**src/rtl/calc_error_ctrl_if.sv**
```systemverilog
// Request/status bundle between the calculator sequencer and calc_error_ctrl.
// master drives calc strobes and acks; slave (calc_error_ctrl) returns write gate and error status.
interface calc_error_ctrl_if #(
  parameter int NUM_SRC = 2,
  parameter int CNT_W   = 8,
  parameter int HIST_D  = 4
);
  localparam int CODE_W = $clog2(NUM_SRC + 1);

  logic                     calc_pulse;
  logic [NUM_SRC-1:0]       err_in;
  logic                     clear_err;
  logic                     cnt_clr;
  logic                     accept_write;
  logic                     error_flag;
  logic [CODE_W-1:0]        err_code;
  logic [NUM_SRC-1:0]       err_vec;
  logic [CNT_W-1:0]         err_count;
  logic [HIST_D*CODE_W-1:0] err_hist;

  modport master (
    output calc_pulse, err_in, clear_err, cnt_clr,
    input  accept_write, error_flag, err_code, err_vec, err_count, err_hist
  );

  modport slave (
    input  calc_pulse, err_in, clear_err, cnt_clr,
    output accept_write, error_flag, err_code, err_vec, err_count, err_hist
  );
endinterface

```
**src/rtl/calc_error_ctrl.sv**
```systemverilog
// Result-write gate and error status unit; 1-clk registered response to calc_pulse.
// Optional error-code history is built only when CALC_ERR_HIST_EN is defined.
module calc_error_ctrl #(
  parameter int NUM_SRC = 2,
  parameter int STICKY  = 0,
  parameter int CNT_W   = 8,
  parameter int HIST_D  = 4
) (
  input logic              clk,
  input logic              rst_n,
  calc_error_ctrl_if.slave bus
);
  localparam int CODE_W = $clog2(NUM_SRC + 1);
  localparam int HIST_W = HIST_D * CODE_W;

  typedef enum logic {S_OK = 1'b0, S_ERR = 1'b1} state_t;

  state_t             r_state;
  state_t             w_state_nxt;
  logic               r_accept;
  logic               w_accept_nxt;
  logic               r_flag;
  logic               w_flag_nxt;
  logic [CODE_W-1:0]  r_code;
  logic [CODE_W-1:0]  w_code_nxt;
  logic [NUM_SRC-1:0] r_vec;
  logic [NUM_SRC-1:0] w_vec_nxt;
  logic [CNT_W-1:0]   r_count;
  logic [CODE_W-1:0]  w_code;
  logic               w_any_err;
  logic               w_err_event;
  logic               w_released;

  assign w_any_err   = |bus.err_in;
  assign w_err_event = bus.calc_pulse && w_any_err;
  // An ack in S_ERR releases the error before the same-cycle calc is judged
  assign w_released  = (r_state == S_OK) || bus.clear_err;

  // Lowest set bit wins: scan downwards so the last hit is the lowest index
  always_comb begin
    w_code = '0;
    for (int i = NUM_SRC - 1; i >= 0; i--) begin
      if (bus.err_in[i]) w_code = CODE_W'(i + 1);
    end
  end

  always_comb begin
    w_state_nxt  = r_state;
    w_accept_nxt = 1'b0;
    w_flag_nxt   = r_flag;
    w_code_nxt   = r_code;
    w_vec_nxt    = r_vec;

    if (r_state == S_ERR && bus.clear_err) begin
      w_state_nxt = S_OK;
      w_flag_nxt  = 1'b0;
      w_code_nxt  = '0;
      w_vec_nxt   = '0;
    end

    if (bus.calc_pulse) begin
      if (w_released) begin
        if (w_any_err) begin
          w_state_nxt = S_ERR;
          w_flag_nxt  = 1'b1;
          w_code_nxt  = w_code;
          w_vec_nxt   = bus.err_in;
        end else begin
          w_accept_nxt = 1'b1;
        end
      end else if (STICKY == 0) begin
        if (w_any_err) begin
          w_code_nxt = w_code;
          w_vec_nxt  = bus.err_in;
        end else begin
          w_state_nxt  = S_OK;
          w_flag_nxt   = 1'b0;
          w_code_nxt   = '0;
          w_vec_nxt    = '0;
          w_accept_nxt = 1'b1;
        end
      end
    end
  end

  always_ff @(posedge clk) begin
    if (!rst_n) begin
      r_state  <= S_OK;
      r_accept <= 1'b0;
      r_flag   <= 1'b0;
      r_code   <= '0;
      r_vec    <= '0;
      r_count  <= '0;
    end else begin
      r_state  <= w_state_nxt;
      r_accept <= w_accept_nxt;
      r_flag   <= w_flag_nxt;
      r_code   <= w_code_nxt;
      r_vec    <= w_vec_nxt;
      if (bus.cnt_clr) begin
        r_count <= '0;
      end else if (w_err_event && !(&r_count)) begin
        r_count <= r_count + 1'b1;
      end
    end
  end

`ifdef CALC_ERR_HIST_EN
  logic [HIST_W-1:0] r_hist;

  always_ff @(posedge clk) begin
    if (!rst_n) begin
      r_hist <= '0;
    end else if (w_err_event) begin
      r_hist <= (r_hist << CODE_W) | HIST_W'(w_code);
    end
  end

  assign bus.err_hist = r_hist;
`else
  assign bus.err_hist = '0;
`endif

  assign bus.accept_write = r_accept;
  assign bus.error_flag   = r_flag;
  assign bus.err_code     = r_code;
  assign bus.err_vec      = r_vec;
  assign bus.err_count    = r_count;
endmodule
```
**src/flat_wrapper.sv**
```systemverilog
// flat-port wrapper written by rule: the top's interface ports become plain ports
module calc_error_ctrl_flat 
#(
  parameter int NUM_SRC = 2,
  parameter int STICKY  = 0,
  parameter int CNT_W   = 8,
  parameter int HIST_D  = 4
)
  (clk, rst_n, bus_calc_pulse, bus_err_in, bus_clear_err, bus_cnt_clr, bus_accept_write, bus_error_flag, bus_err_code, bus_err_vec, bus_err_count, bus_err_hist);
  calc_error_ctrl_if #(.NUM_SRC(NUM_SRC), .CNT_W(CNT_W), .HIST_D(HIST_D)) bus_i ();
  input logic clk;
  input logic rst_n;
  input wire logic [$bits(bus_i.calc_pulse)-1:0] bus_calc_pulse;
  input wire logic [$bits(bus_i.err_in)-1:0] bus_err_in;
  input wire logic [$bits(bus_i.clear_err)-1:0] bus_clear_err;
  input wire logic [$bits(bus_i.cnt_clr)-1:0] bus_cnt_clr;
  output wire logic [$bits(bus_i.accept_write)-1:0] bus_accept_write;
  output wire logic [$bits(bus_i.error_flag)-1:0] bus_error_flag;
  output wire logic [$bits(bus_i.err_code)-1:0] bus_err_code;
  output wire logic [$bits(bus_i.err_vec)-1:0] bus_err_vec;
  output wire logic [$bits(bus_i.err_count)-1:0] bus_err_count;
  output wire logic [$bits(bus_i.err_hist)-1:0] bus_err_hist;
  assign bus_i.calc_pulse = bus_calc_pulse;
  assign bus_i.err_in = bus_err_in;
  assign bus_i.clear_err = bus_clear_err;
  assign bus_i.cnt_clr = bus_cnt_clr;
  assign bus_accept_write = bus_i.accept_write;
  assign bus_error_flag = bus_i.error_flag;
  assign bus_err_code = bus_i.err_code;
  assign bus_err_vec = bus_i.err_vec;
  assign bus_err_count = bus_i.err_count;
  assign bus_err_hist = bus_i.err_hist;
  calc_error_ctrl #(.NUM_SRC(NUM_SRC), .STICKY(STICKY), .CNT_W(CNT_W), .HIST_D(HIST_D)) u_core (.clk(clk), .rst_n(rst_n), .bus(bus_i));
endmodule
```
**config.mk**
```make
export PLATFORM = sky130hd
export DESIGN_NAME = calc_error_ctrl_flat
export DESIGN_NICKNAME = d
export VERILOG_FILES = /design/src/rtl/calc_error_ctrl_if.sv /design/src/rtl/calc_error_ctrl.sv /design/src/flat_wrapper.sv
export SDC_FILE = /design/constraint.sdc
export NUM_CORES = 1
export LEC_CHECK = 0
export ABC_CLOCK_PERIOD_IN_PS = 4200
export CORE_MARGIN = 1.5
export CORE_UTILIZATION = 29
export CTS_BUF_LIST = sky130_fd_sc_hd__clkbuf_4 sky130_fd_sc_hd__clkbuf_8 sky130_fd_sc_hd__clkbuf_16
export CTS_CLUSTER_DIAMETER = 80
export CTS_CLUSTER_SIZE = 30
export DETAILED_ROUTE_END_ITERATION = 12
export SLEW_MARGIN = 40
export SYNTH_ARGS = -nofsm -noshare
export SYNTH_HDL_FRONTEND = slang
export SYNTH_SLANG_ARGS = --single-unit
```
**constraint.sdc**
```tcl
create_clock -name clk -period 4.2 [get_ports clk]
set_input_delay 0.84 -clock clk [delete_from_list [all_inputs] [get_ports clk]]
set_output_delay 0.84 -clock clk [all_outputs]
set_load 0.01 [all_outputs]
```
==> Word level (Yosys, flattened, before mapping) <==
Cells that the tools add are included.
{ "op_classes": {"n_addsub": 1, "n_mux": 23, "n_bitwise": 2, "n_reduce_logical": 9} }
{ "op_table": {"columns": ["operator", "count"], "rows": [
  ["two-way mux 2 bit", 12],
  ["two-way mux 1 bit", 11],
  ["adder 8 x 1 -> 8 bit (second input constant)", 1],
  ["AND reduction 8 bit", 1],
  ["OR reduction 2 bit", 2],
  ["logical AND 1 bit", 3],
  ["NOT 1 bit", 2],
  ["AND reduction 2 bit", 1],
  ["zero test 1 bit", 1],
  ["logical OR 1 bit", 1]
]} }
{ "word_totals": {"ff_bits": 15, "inputBits": 7, "out_inout_bits": 22, "word_cells": 41} }

==> Longest topological paths before layout <==
Gate-level depths: netlist (run 1).
{ "logic_depth": {"word_depth": 5, "ltp_mapped": 5, "depth_no_buf": 5} }

==> Least setup slack after synthesis (run 1) <==
Ideal clock, no wire load.
{ "synth_path": {"kind": "input-to-reg", "start": "input bus_err_in[1]", "end": "register u_core.r_count[5] (netlist: u_core.bus.err_count[5])", "arrival_ps": 1744, "required_ps": 4130, "setup_slack_ps": 2386, "cell_stages": 4, "n_path_buf": 0, "path_cell_list": "o21ai_2 > or2_4 > or4_1 > a21oi_1"} }
{ "synth_via": {"elab_chain_len": 3} }
{ "synth_rtl": {"columns": ["item", "line", "rtl"], "rows": [
  ["start: declaration", "flat_wrapper.sv:14", "input wire logic [$bits(bus_i.err_in)-1:0] bus_err_in;"],
  ["OR reduction 2 bit", "calc_error_ctrl.sv:34", "assign w_any_err = |bus.err_in;"],
  ["logical AND 1 bit", "calc_error_ctrl.sv:35", "assign w_err_event = bus.calc_pulse && w_any_err;"],
  ["logical AND 1 bit", "calc_error_ctrl.sv:102", "end else if (w_err_event && !(&r_count)) begin"],
  ["end signal: assignment", "calc_error_ctrl.sv:103", "r_count <= r_count + 1'b1;"],
  ["end: declaration", "calc_error_ctrl.sv:28", "logic [CNT_W-1:0] r_count;"]
]} }
No other way between the ends.
A chain may end at the register's enable or synchronous reset.

==> Final worst setup path (run 1) <==
{ "layout_path": {"start": "input bus_calc_pulse", "end": "register u_core.r_count[5] (netlist: u_core.bus.err_count[5])"} }
{ "layout_via": {"elab_chain_len": 2} }
{ "layout_rtl": {"columns": ["item", "line", "rtl"], "rows": [
  ["start: declaration", "flat_wrapper.sv:13", "input wire logic [$bits(bus_i.calc_pulse)-1:0] bus_calc_pulse;"],
  ["logical AND 1 bit", "calc_error_ctrl.sv:35", null],
  ["logical AND 1 bit", "calc_error_ctrl.sv:102", null]
]} }
No other way between the ends.

==> results.cfg, run 1 <==
[cells_and_area]
fin_util_pct = 41.5
stdcell_area_sq_um = 943
nFillCells = 247
diodes = 0
area_growth_syn_to_layout_pct = 30.4
drive_above_1_share_pct = 8.41
final-instance-count-excl-fill = 135
final_nets = 116

[placed_design]
place_area_sq_um = 913
dpl_worst_slack_ns = 1.67
gp_congestion = 0.817
hpwlAfterDp_microns = 1110
portBuffers = 20
dp.cells = 131

[routing]
drtIter0Drc = 12
wirelength_microns = 1480
via_count = 650
drc = 0
wire_per_inst_microns = 11.0
dr.pass1.iters = 4
ant_nets = 0
vias_per_cell = 4.81

[global_routing]
grt_pass1_vias = 584
grt_pass1_wl_microns = 2370
grt_max_degree = 10
grt_overflow = 0
antenna_found_initial = 0
grtUsageTotal_pct = 11.6

[critical_path]
max_stage_delay_ns = 0.59
critical_path_buf_inv_count = 1
cp_cell_sequence = clkdlybuf4s50_1, o21ai_2, or2_4, or4_1, a21oi_1
start_kind = input pin
path_max_fanout = 7
reg2reg_depth = 5
crit_type = input pin to flip-flop
r2r-end = u_core.bus.err_count[4]$_SDFFE_PP0P_
worstSetupEndpointType = flip-flop
critical_path_arrival_ns = 2.45
required_ns = 4.42
crit_slowest_cell = clkdlybuf4s50_1
worstReg2RegStart = u_core.bus.err_count[0]$_SDFFE_PP0P_
r2r_slack_ns = 2.60
path_delay_family = simple AND/OR/NAND/NOR gates

[synth]
yosys_warnings = 0
synth_area_per_cell_sq_um = 8.51
ys_top_cells_by_area = dfxtp_1 (42%), buf_4 (8.3%), a21oi_1 (4.2%)
ys_seq_elements = 15
synth_seq_area_share_pct = 41.5
synth.distinct_cells = 29
netlist_instances = 85
synth-xor-area-share_pct = 1.21
synth_top_area_share_pct = 41.5
synthAdderAreaFrac_pct = 1.73
synth_top_family_by_area = simple AND/OR/NAND/NOR gates
muxShareOfSynthArea_pct = 2.77
synth_most_common_cell = dfxtp_1
yosys-top-cells-count = dfxtp_1 (15), buf_4 (8), nand2_1 (8), nor2_1 (7), a21oi_1 (6)
synth_compound_gate_area_share_pct = 17.3
synthFlopType = dfxtp_1
ys_async_sr_fraction_pct = 0
yosys.area_share.simple_pct = 24.0
synth_top_area_cell = dfxtp_1
synth_edf_count = 0
synth_area_sq_um = 723

[sta]
fin_ws_ns = 1.97
final-setup-viol-count = 0
rsz0062_at_grt = no
whs_ns = 0.470
tightest_slew_ns = 0.514
setup_tns_ns = 0
hold_viol_final = 0
fmax_mhz = 448
slew_headroom_pct = 65.4
drv_slew = 0
fin_crit_sh_pct = 53.1
finClkSkew_ns = 0.00323
post-route-min-period_ns = 2.23

[clock_tree]
post_cts_buffers = 0
htreeDepth = 1
numClockSinks = 15
cts_root_buf = clkbuf_4
clkSlewWorstSetupHoldPaths_ns = 0.09
clkLatencyLatePin_ns = 0.28
cts_buffers = 3
cts_tree = yes
clk_path_buf_depth = 2
holdBufCountCts = 0
cts_resized = 0

[hold_path]
whs_endpoint = u_core.bus.err_code[1]$_SDFF_PN0_
hp-class = flip-flop to flip-flop
min_delay_path_depth = 2
min-delay-start = u_core.bus.err_code[1]$_SDFF_PN0_

[floorplanning]
core_sq_um = 2280
num_io_pins = 29
rows = 17
die_x_microns = 52.9
initial_utilization_pct = 31.8
die_area_sq_um = 2800
die_y_microns = 52.9

[run]
max_cap_viol_count = 0

[status]
status = finished, final reports clean

[power_and_ir_drop]
total_power_mw = 0.272
p_leak_nw = 0.332
peakVddDrop_v = 0.000116
powerDensity_nw_per_um2 = 288
flip-flops by register name (all words and copies together), names as in the netlist:
signal / cells
u_core.bus.err_vec: 2
u_core.r_state: 1
u_core.bus.err_count: 8
u_core.bus.accept_write: 1
u_core.bus.error_flag: 1
u_core.bus.err_code: 2
cells in the final DEF (no fill, tap or decap), types with 3 or more instances in the layout:
cell type	synthesis	layout
conb_1	1	8
clkdlybuf4s50_1	0	20
nand2_1	8	8
nand3_1	5	5
a21boi_0	3	3
dfxtp_1	15	15
nor3_1	4	4
o21ai_0	5	5
a21oi_1	6	6
nor2_1	7	7
clkbuf_4	0	4
where the power goes:
group	internal [mW]	leakage (nW)	switching, mW	total, mW
Clock	0.0433	0.0184	0.0447	0.0881
Sequential	0.147	0.122	0.00252	0.149
Combinational	0.0167	0.192	0.0176	0.0343
worst max path at each step:
stage | from | cells after the start | to | slack, ns
after floorplan | bus_err_in[1] | 4 | u_core.bus.err_count[5]$_SDFFE_PP0P_ | 2.39
after global placement | bus_calc_pulse | 5 | u_core.bus.err_count[5]$_SDFFE_PP0P_ | 1.72
after detailed placement | bus_calc_pulse | 5 | u_core.bus.err_count[5]$_SDFFE_PP0P_ | 1.67
after CTS | bus_calc_pulse | 5 | u_core.bus.err_count[5]$_SDFFE_PP0P_ | 1.97
after global routing | bus_calc_pulse | 5 | u_core.bus.err_count[5]$_SDFFE_PP0P_ | 1.88
final | bus_calc_pulse | 5 | u_core.bus.err_count[5]$_SDFFE_PP0P_ | 1.97
per-layer routing:
layer,up-vias,share of wire [%],track usage [%]
met5,-,0,0
met4,0,0.88,5.13
met3,2,7.4,2.82
met2,28,42,18.3
met1,295,49,14.7
li1,325,-,-
worst register-to-register path, delay by kind of cell (launching register included):
kind	cells	cell delay [ns]
DFF	1	0.40
and+or+nand+nor	1	0.10
adders and majority gates	1	0.21
AOI/OAI and AO/OA	3	0.80
logic make-up after synthesis:
kind of cell               Yosys count
and+or+nand+nor                     34
AOI/OAI and AO/OA                   20
DFF                                 15
buffers and inverters               11
muxes                                2
adders and majority gates            1
other                                1
xor gates and xnor gates             1
final cells by class:
cell class | count | area (sq um) | share of cell area [%]
Tap cell | 28 | 35.0 | 3.71
Clock buffer | 4 | 30.0 | 3.18
Timing Repair Buffer | 20 | 200 | 21.2
Sequential cell | 15 | 300 | 31.8
Multi-Input combinational cell | 66 | 370 | 39.3
Inverter | 2 | 7.51 | 0.796
(Power assumes the default switching activity.)
==> run 2, diff against run 1 <==
- ABC_CLOCK_PERIOD_IN_PS: 4200 -> 2000
- clock period: 4.2 -> 2 ns (I/O delays scaled with it)
==> results.cfg, run 2 (synthesized netlist as in run 1, its figures left out) <==
[power_and_ir_drop]
peakVddDrop_v = 0.000288
powerDensity_nw_per_um2 = 580
netSwitchingPower_mw = 0.136
intPower_mw = 0.442
total_power_mw = 0.578
pwr-share-comb_pct = 14.2
p_sw_share_pct = 23.5
p_leak_nw = 0.366
power_frac_clock_pct = 31.7
p_seq_share_pct = 54.2

[placed_design]
dp.cells = 138
gp_congestion = 0.782
hpwlAfterDp_microns = 1180
portBuffers = 20

[sta]
fin_crit_sh_pct = 86.3
post-route-min-period_ns = 1.73
drv_slew = 0
rsz0062_at_grt = no
fmax_mhz = 579
hold_viol_final = 0
final-setup-viol-count = 0
setup_tns_ns = 0
finClkSkew_ns = 0.00137

[critical_path]
r2r_slack_ns = 0.52
critical_path_buf_inv_count = 1
worstReg2RegStart = u_core.bus.err_count[2]$_SDFFE_PP0P_
required_ns = 1.60
worstSetupEndpointType = primary output
crit_end = bus_err_count[3]
reg2reg_depth = 4
path_delay_family = buffers and inverters
path_max_fanout = 8
start_kind = flip-flop
critical_path_arrival_ns = 1.33
crit_type = flip-flop to primary output
r2r-end = u_core.bus.err_count[5]$_SDFFE_PP0P_
cp_cell_sequence = clkdlybuf4s50_1
crit_cells = 1
max_stage_delay_ns = 0.59
crit_slowest_cell = clkdlybuf4s50_1
crit_path_start = u_core.bus.err_count[3]$_SDFFE_PP0P_

[routing]
via_count = 672
vias_per_cell = 4.73
ant_nets = 0
wirelength_microns = 1530
drtIter0Drc = 10
drc = 0
dr.pass1.iters = 4
wire_per_inst_microns = 10.8

[global_routing]
grtUsageTotal_pct = 12.4
grt_overflow = 0
grt_pass1_wl_microns = 2580
grt_max_degree = 10
grt_pass1_vias = 649
antenna_found_initial = 0

[floorplanning]
die_y_microns = 52.9
die_x_microns = 52.9
die_area_sq_um = 2800
rows = 17
initial_utilization_pct = 31.8
core_sq_um = 2280
num_io_pins = 29

[cells_and_area]
final-instance-count-excl-fill = 142
fin_util_pct = 43.8
drive_above_1_share_pct = 14.0
final_nets = 123
diodes = 0
mostFrequentLayoutCells = clkdlybuf4s50_1 (20), dfxtp_1 (15), nand2_1 (8), conb_1 (8)
largest_reg_flops = 8
final_common_cell = clkdlybuf4s50_1
area_growth_syn_to_layout_pct = 37.7

[clock_tree]
post_cts_buffers = 0
numClockSinks = 15
clkSlewWorstSetupHoldPaths_ns = 0.09
cts_root_buf = clkbuf_4
cts_tree = yes
holdBufCountCts = 0
cts_buffers = 3
htreeDepth = 1
cts_resized = 0
clk_path_buf_depth = 2
clkLatencyLatePin_ns = 0.27

[run]
max_cap_viol_count = 0

[status]
status = finished, final reports clean

[hold_path]
hp-class = flip-flop to flip-flop
## run 2: changes by cell type in the layout (fill, tap and decap cells not counted)
| cell | change |
|---|---|
| buf_4 | +7 |
## run 2: area by class of cell
type                    count  area (sq um)
clock buffers               4          30.0
fillers                   242          1280
inverters                   2          7.51
multi-input cells          66           370
flip-flops and latches     15           300
well taps                  28          35.0
repair buffers             27           253
## run 2: how the worst min path moves through the flow
stage,startpoint,end,slack (ns),cells past startpoint
2_1_floorplan,u_core.bus.err_code[1]$_SDFF_PN0_,u_core.bus.err_code[1]$_SDFF_PN0_,0.48,2
4_1_cts,u_core.bus.err_code[1]$_SDFF_PN0_,u_core.bus.err_code[1]$_SDFF_PN0_,0.46,2
3_3_place_gp,u_core.bus.err_code[1]$_SDFF_PN0_,u_core.bus.err_code[1]$_SDFF_PN0_,0.44,2
5_1_grt,u_core.bus.err_code[1]$_SDFF_PN0_,u_core.bus.err_code[1]$_SDFF_PN0_,0.47,2
6_report,u_core.bus.err_code[1]$_SDFF_PN0_,u_core.bus.err_code[1]$_SDFF_PN0_,0.45,2
3_5_place_dp,u_core.bus.err_code[1]$_SDFF_PN0_,u_core.bus.err_code[1]$_SDFF_PN0_,0.44,2
## run 2: worst reg2reg max path, cell delays in order (launching register included)
cell and delay (ns):
dfxtp_1 0.40, nand3_1 0.13, or2_4 0.26, or4_1 0.46, a21oi_1 0.16
## run 2: through the flow
| stage | hold WS (ns) | worst slack [ns] | area [sq um] |
|---|---|---|---|
| 6_report | 0.452 | 0.274 | 996 |
| 5_1_grt | 0.474 | 0.194 | 996 |
| 4_1_cts | 0.456 | 0.267 | 996 |
| 3_5_place_dp | 0.443 | 0.0431 | 966 |
| 3_3_place_gp | 0.437 | 0.0948 | 966 |
| 2_1_floorplan | 0.476 | 0.550 | 749 |
## run 2: layer usage
metal	GRT usage, %	wire length (microns)
met5	0	0
met4	5.13	0
met3	3.39	127
met2	20.6	697
met1	14.9	707
## run 2: power groups by stage
stage / sequential (mW) / combinational, mW / clock, mW
2_1_floorplan: 0.324 / 0.0441 / 0
3_3_place_gp: 0.320 / 0.0812 / 0
3_5_place_dp: 0.320 / 0.0822 / 0
4_1_cts: 0.313 / 0.0826 / 0.191
5_1_grt: 0.315 / 0.0900 / 0.205
6_report: 0.313 / 0.0821 / 0.183
==> run 3, diff against run 2 <==
- CAP_MARGIN: not set -> 5
- CORE_ASPECT_RATIO: not set -> 1.5
- CTS_BUF_LIST: sky130_fd_sc_hd__clkbuf_4 sky130_fd_sc_hd__clkbuf_8 sky130_fd_sc_hd__clkbuf_16 -> sky130_fd_sc_hd__clkbuf_8 sky130_fd_sc_hd__clkbuf_16
==> results.cfg, run 3 (synthesized netlist as in run 1, its figures left out) <==
[critical_path]
path_delay_family = buffers and inverters
crit_cells = 1
crit_slowest_cell = clkdlybuf4s50_1
max_stage_delay_ns = 0.59
start_kind = flip-flop
required_ns = 1.60
worstSetupEndpointType = primary output
critical_path_arrival_ns = 1.29
crit_type = flip-flop to primary output
critical_path_buf_inv_count = 1
cp_cell_sequence = clkdlybuf4s50_1
reg2reg_depth = 5
path_max_fanout = 8

[cells_and_area]
mostFrequentLayoutCells = clkdlybuf4s50_1 (20), dfxtp_1 (15), nand2_1 (8), conb_1 (8)
final_nets = 123
final_common_cell = clkdlybuf4s50_1
fin_util_pct = 42.0
diodes = 0
area_growth_syn_to_layout_pct = 39.1
drive_above_1_share_pct = 13.2
largest_reg_flops = 8

[global_routing]
grt_pass1_wl_microns = 2350
grtUsageTotal_pct = 10.9
antenna_found_initial = 0
grt_max_degree = 10
grt_pass1_vias = 564
grt_overflow = 0

[clock_tree]
cts_buffers = 3
clkLatencyLatePin_ns = 0.24
cts_resized = 0
clk_path_buf_depth = 2
post_cts_buffers = 0
numClockSinks = 15
htreeDepth = 1
cts_root_buf = clkbuf_8
clkSlewWorstSetupHoldPaths_ns = 0.06
holdBufCountCts = 0
cts_tree = yes

[routing]
drtIter0Drc = 13
ant_nets = 0
drc = 0
dr.pass1.iters = 4
dr_wl_met2_microns = 721
wire_per_inst_microns = 10.9
wl_met3_microns = 73
m1WireLength_microns = 689
via_count = 667
wirelength_microns = 1500
highest_layer = met4
vias_per_cell = 4.83

[sta]
finClkSkew_ns = 0.00155
fin_crit_sh_pct = 84.3
hold_viol_final = 0
drv_slew = 0
rsz0062_at_grt = no
post-route-min-period_ns = 1.69
setup_tns_ns = 0
final-setup-viol-count = 0
fmax_mhz = 593

[power_and_ir_drop]
powerDensity_nw_per_um2 = 628
p_leak_nw = 0.375
peakVddDrop_v = 0.000356

[hold_path]
hp-class = flip-flop to flip-flop
min_delay_path_depth = 2

[floorplanning]
die_x_microns = 43.8
rows = 22
initial_utilization_pct = 30.2
num_io_pins = 29
core_sq_um = 2390
die_area_sq_um = 2810
die_y_microns = 64.2

[placed_design]
portBuffers = 20
hpwlAfterDp_microns = 1160
gp_congestion = 0.841

[run]
max_cap_viol_count = 0

[status]
status = finished, final reports clean
==> run 3: cell types whose count changed in the layout (fill, tap and decap cells not counted) <==
cell,previous run,this run
inv_1,2,3
clkbuf_8,0,3
clkbuf_4,4,0
==> run 3: metrics by stage <==
| step | instances | hold WS [ns] | power, mW | cell area, sq um | worst slack, ns |
|---|---|---|---|---|---|
| after floorplan | 92 | 0.476 | 0.368 | 749 | 0.550 |
| after global placement | 134 | 0.438 | 0.401 | 961 | 0.0904 |
| after detailed placement | 134 | 0.442 | 0.403 | 961 | 0.0807 |
| after CTS | 138 | 0.450 | 0.642 | 1010 | 0.304 |
| after global routing | 138 | 0.479 | 0.669 | 1010 | 0.269 |
| final | 138 | 0.447 | 0.632 | 1010 | 0.313 |
==> run 3: final cells by class <==
cell class                 instances  area, sq um
inverter                           2         7.51
clock inverter                     1         3.75
tap                               24         30.0
clock buffer                       3         41.3
fill                             240         1390
multi-input combinational         66          370
sequential                        15          300
timing repair buffer              27          253
==> run 3: path summary, 6_finish.rpt <==
check	from	slack (ns)	end
hold / removal	u_core.bus.err_code[1]$_SDFF_PN0_	0.45	u_core.bus.err_code[1]$_SDFF_PN0_
setup reg to reg	u_core.bus.err_count[0]$_SDFFE_PP0P_	0.51	u_core.bus.err_count[4]$_SDFFE_PP0P_
hold reg to reg	u_core.bus.err_code[1]$_SDFF_PN0_	0.45	u_core.bus.err_code[1]$_SDFF_PN0_
setup / recovery	u_core.bus.err_count[3]$_SDFFE_PP0P_	0.31	bus_err_count[3]
==> run 3: routing by layer <==
metal	track usage, %	vias up
met4	4.55	0
met3	2.54	2
li1	-	339
met1	13.8	307
met5	0	-
met2	17.3	19
==> run 3: worst register-to-register path: stages (launching register included) <==
cell      delay, ns
dfxtp_1        0.39
ha_1           0.21
nand2_1        0.09
a211oi_1       0.35
a211oi_1       0.13
a31o_2         0.22
==> run 3: where the power goes <==
| part | switching [mW] | internal, mW | leakage [nW] |
|---|---|---|---|
| Clock | 0.101 | 0.136 | 0.0269 |
| Sequential | 0.00503 | 0.309 | 0.122 |
| Combinational | 0.0390 | 0.0430 | 0.225 |
